`src/rtl/clock_divider_1hz.sv`:
```
// rtl/clock_divider_1hz.sv - free-running heartbeat divider, 50 % duty LED output
// Optional registered TICK output when CLKDIV_TICK_EN is defined.
module clock_divider_1hz #(
   parameter int CLK_FREQ_HZ = 12_000_000,
   parameter int OUT_FREQ_HZ = 1
) (
   input  logic CLK,
   input  logic RST_N,
`ifdef CLKDIV_TICK_EN
   output logic TICK,
`endif
   output logic BOARD_LED0
);

   localparam int HALF_CNT = CLK_FREQ_HZ / (2 * OUT_FREQ_HZ);
   localparam int CNT_W    = (HALF_CNT > 1) ? $clog2(HALF_CNT) : 1;
   localparam logic [CNT_W-1:0] CNT_MAX = CNT_W'(HALF_CNT - 1);
   localparam logic [CNT_W-1:0] CNT_ONE = CNT_W'(1);

   generate
      if (HALF_CNT < 1) begin : g_bad_ratio
         $error("clock_divider_1hz: OUT_FREQ_HZ must not exceed CLK_FREQ_HZ/2");
      end
   endgenerate

   // Assert asynchronously, release on the second rising edge after RST_N goes high.
   logic [1:0] rst_sync;
   logic       run;

   always_ff @(posedge CLK or negedge RST_N) begin
      if (!RST_N) begin
         rst_sync <= 2'b00;
      end else begin
         rst_sync <= {rst_sync[0], 1'b1};
      end
   end

   assign run = rst_sync[1];

   logic [CNT_W-1:0] cnt;
   logic             led;
   logic             wrap;

   assign wrap = (cnt == CNT_MAX);

   always_ff @(posedge CLK or negedge RST_N) begin
      if (!RST_N) begin
         cnt <= '0;
         led <= 1'b0;
      end else if (!run) begin
         cnt <= '0;
         led <= 1'b0;
      end else if (wrap) begin
         cnt <= '0;
         led <= ~led;
      end else begin
         cnt <= cnt + CNT_ONE;
      end
   end

   assign BOARD_LED0 = led;

`ifdef CLKDIV_TICK_EN
   // High in exactly the cycle the LED has just risen.
   logic tick;

   always_ff @(posedge CLK or negedge RST_N) begin
      if (!RST_N) begin
         tick <= 1'b0;
      end else if (!run) begin
         tick <= 1'b0;
      end else begin
         tick <= wrap & ~led;
      end
   end

   assign TICK = tick;
`endif

endmodule

```
`config.mk`:
```
export PLATFORM = sky130hd
export DESIGN_NAME = clock_divider_1hz
export DESIGN_NICKNAME = d
export VERILOG_FILES = /design/src/rtl/clock_divider_1hz.sv
export SDC_FILE = /design/constraint.sdc
export NUM_CORES = 1
export LEC_CHECK = 0
export CORE_MARGIN = 5
export CORE_UTILIZATION = 50
export DETAILED_ROUTE_END_ITERATION = 12
export PLACE_DENSITY = 0.67
export SLEW_MARGIN = 10
export SYNTH_ARGS = -nofsm -noshare
export SYNTH_HDL_FRONTEND = slang
export SYNTH_SLANG_ARGS = --single-unit
```
`constraint.sdc`:
```
create_clock -name CLK -period 5.1 [get_ports CLK]
set_clock_uncertainty 0.15 [all_clocks]
set_input_delay 1.53 -clock CLK [delete_from_list [all_inputs] [get_ports CLK]]
set_output_delay 1.53 -clock CLK [all_outputs]
set_load 0.05 [all_outputs]
```
# Word level (Yosys, flattened, before mapping)

Cells that the tools add are included.

Input bits: 2
Register bits after elaboration: 26
Output and inout port bits: 1

Bitwise operators: 1
Eq/ne operators: 2
Mux-type cells: 4
Add/sub/neg operators: 1

Operators by type and width:

| kind                                                                     | count |
|---|---|
| 23-bit 2-to-1 mux                                                        | 2 |
| 23-bit by 1-bit adder with 23-bit output (second input constant)         | 1 |
| 23-bit equality test (second input constant)                             | 1 |
| 1-bit 2-to-1 mux                                                         | 2 |
| 2-bit by 1-bit inequality test with 1-bit output (second input constant) | 1 |
| 1-bit inverter                                                           | 1 |

# Depth between registers and ports, before layout

Depth after elaboration: 3
Depth in mapped cells: 6
Gate-level depth less buffers: 5

# Worst setup path before layout

No wires, ideal clock.

Path type: reg2out
Start point: register led, in the netlist BOARD_LED0
End point: output port BOARD_LED0
Setup slack: 2814 ps
Buffers on the path: 0
Arrival time: 606 ps
Cell stages (with the launch flop): 1
Path through: dfrtp_1

RTL lines:

| item                   | line | text |
|---|---|---|
| from (decl)            | 41   | `logic led;` |
| from (signal assigned) | 55   | `led <= ~led;` |
| to (decl)              | 12   | `output logic BOARD_LED0` |

No word-level cell between the ends.

# Final worst setup path

Start point: register led, in the netlist BOARD_LED0
End point: output port BOARD_LED0

No word-level cell between the ends.

==> summary.txt <==
Worst setup path
  – R2R depth: 5
  – Worst path arrival time: 1.51 ns
  – Family with the most delay on the worst path: buffers and inverters
  – Critical-path cell list: clkdlybuf4s50_1
  – Crit path launch type: register
  – Buf/Inv on CP: 1
  – Setup Crit Path Kind: register to output pin
  – Data required, critical path: 3.42 ns
  – Critical Path Stages: 1
  – Critical Path Fanout Max: 3
  – Crit-path max cell delay: 0.81 ns
  – Slowest cell on crit path: clkdlybuf4s50_1
  – Crit end category: output pin

Timing
  – Final Max Tran Viols: 0
  – Final setup viols: 0
  – RSZ-0062 raised after global routing: false
  – Max Fclk: 313.2 MHz
  – Total negative slack: 0 ns
  – Crit path time final: 3.193 ns
  – Final worst-path cycle share: 62.60%
  – Rel. slew slack: 62.21%
  – Final hold vios: 0
  – Worst slew pin tran: 0.5669 ns
  – Worst hold margin: 0.2171 ns

Clock tree
  – Clock root buffer: clkbuf_4
  – Clock Latency Late Sink: 0.33 ns
  – Clk buf depth: 2
  – Hold Buf Count CTS: 0
  – Htree depth: 1
  – Setup bufs post-CTS: 0
  – CTS tree: yes
  – Worst-path clk slew: 0.14 ns
  – Clock Sinks: 26
  – Num CTS Buffers: 3
  – Post-CTS sizing: 0

Yosys
  – Syn Area/Cell: 9.807 µm²
  – Simple-gate area share of the yosys netlist: 28.16%
  – Top cells by area, synth: dfrtp_1 (51%), xnor2_1 (7.6%), nor2_1 (4.7%)
  – Top-area cell type share of the netlist area: 51.03%
  – Synth cell types: 29
  – #FFs+latches synth: 26
  – Cells after Synth: 130
  – Adder-cell area share of the yosys netlist: 0.9814%
  – Post-Syn Area: 0.001275 mm²
  – Seq/Total Area, Yosys: 51.03%
  – Synth Warn #: 0
  – Syn nets: 133
  – Multiplexer area fraction after synthesis: 0%
  – Main combinational cell family by area after synthesis: simple AND/OR/NAND/NOR gates
  – Synth area leader: dfrtp_1
  – Synth Area in Compound Gates: 7.262%
  – Post-synthesis xor/xnor area fraction: 9.617%

Place
  – Placed cell area: 0.001318 mm²
  – Port-buffer cells: 2
  – Gpl congestion: 0.7449
  – HPWL after DPL: 1574 µm

Hold path
  – Hold path depth: 0
  – HP Class: register to register

Routing
  – WL/cell: 13.74 µm
  – Initial DRC count: 33
  – Detailed Route WL: 2226 µm
  – Via count: 930
  – Top layer in use: met4
  – Post-route DRC: 0
  – Pre-antenna DRT Iters: 4
  – Metal3 WL: 78 µm
  – Antenna Nets Post-Route: 0
  – Met1 WL: 1061 µm
  – Met2 WL post-DR: 1054 µm
  – Vias per cell: 5.741

Layout
  – Fillers: 233
  – Nets: 136
  – Share of layout cells above drive strength 1: 8.333%
  – Design Area, Final: 0.001365 mm²
  – Area growth, synth to finish: 7.066%
  – Most frequent cells in the layout: dfrtp_1 (26), nor2_1 (16), xnor2_1 (11)
  – ANT cells: 0
  – Most common cell after layout, fill and taps aside: dfrtp_1

Floorplanning
  – Die area: 0.003660 mm²
  – Die height: 60.50 µm
  – Initial Utilization: 51.94%
  – Top Ports: 3
  – Die Wd: 60.50 µm
  – Core outline area: 0.002455 mm²
  – Row count: 18

Global routing
  – Largest net degree at the start of global routing: 27
  – Global-route wire length before repair: 3953 µm
  – Vias in the first global route: 900
  – Total track usage: 14.37%
  – Gr ovfl total: 0
  – Initial antenna violation count: 0

Power and ir drop
  – Maximum VDD drop: 0.0002602 V
  – P_leak: 0.0005312 µW
  – PwrDens: 266.5 mW/mm²

Status
  – Status: finished, final reports clean

Run
  – Max_cap viols: 0
metrics by stage:
stage / util, % / power, µW / cells / worst slack (ns)
finish: 55.61 / 363.8 / 162 / 1.907
CTS: 55.81 / 368.5 / 162 / 1.887
global route: 55.61 / 377.6 / 162 / 1.857
detailed placement: 53.67 / 228.3 / 158 / 2.028
global placement: 53.67 / 227.8 / 158 / 2.053
floorplan: - / 221.8 / 130 / 2.814
per-layer routing:
layer	global-route usage, %	vias to the layer above
met2	22.38	12
met1	18.68	446
li1	-	467
met4	6.192	0
met3	4.255	5
met5	0	-
cells in the mapped netlist:
cell	count
dfrtp_1	26
nor2_1	16
xnor2_1	11
nand3_1	9
nand2_1	8
a21oi_1	7
o21ai_0	6
nor3_1	5
or4_1	5
nand4_1	4
buf_2	3
inv_1	3
nor4_1	3
or3_1	3
or3_2	3
xor2_1	3
clkbuf_1	2
o31ai_1	2
a21boi_0	1
and2_1	1
and3_1	1
and4_1	1
conb_1	1
ha_1	1
nand4_2	1
nand4_4	1
nand4bb_1	1
nor4bb_1	1
o21ai_1	1
cell families after synthesis:
group | Yosys count
adders and majority gates | 1
and+or+nand+nor | 63
buffers and inverters | 8
DFF | 26
other | 1
xor gates and xnor gates | 14
AOI/OAI and AO/OA | 17
sequential cells by signal, indices dropped and copies added (netlist names):
register,count
BOARD_LED0,1
cnt,23
rst_sync,2
worst reg2reg max path: stages (launching register included):
cell     delay [ns]
dfrtp_1        0.43
ha_1           0.26
nand4_2        0.19
or4_1          0.69
or4_1          0.51
a21oi_1        0.16
final cells by class:
type | instances | area [µm²] | share of cell area [%]
clock buffers | 3 | 22.52 | 1.650
clock inverters | 1 | 30.03 | 2.200
inverters | 3 | 11.26 | 0.8249
multi-input cells | 96 | 590.6 | 43.26
flip-flops and latches | 26 | 650.6 | 47.66
well taps | 30 | 37.54 | 2.750
repair buffers | 3 | 22.52 | 1.650
worst paths after layout:
check / from / endpoint / slack (ns)
max: BOARD_LED0$_DFFE_PN0P_ / BOARD_LED0 / 1.91
min: rst_sync[0]$_DFF_PN0_ / rst_sync[1]$_DFF_PN0_ / 0.22
max reg2reg: cnt[0]$_DFF_PN0_ / cnt[22]$_DFF_PN0_ / 2.66
min reg2reg: rst_sync[0]$_DFF_PN0_ / rst_sync[1]$_DFF_PN0_ / 0.22
max in group asynchronous: RST_N / cnt[6]$_DFF_PN0_ / 3.40
min in group asynchronous: RST_N / cnt[15]$_DFF_PN0_ / 1.02
where the power goes:
part / internal, µW / switching, µW / leakage (µW)
Clock: 79.5 / 60.8 / 0.0000279
Combinational: 2.91 / 8.66 / 0.000147
Sequential: 209 / 3.01 / 0.000356
Total: 291 / 72.5 / 0.000531
(Power assumes the default switching activity.)
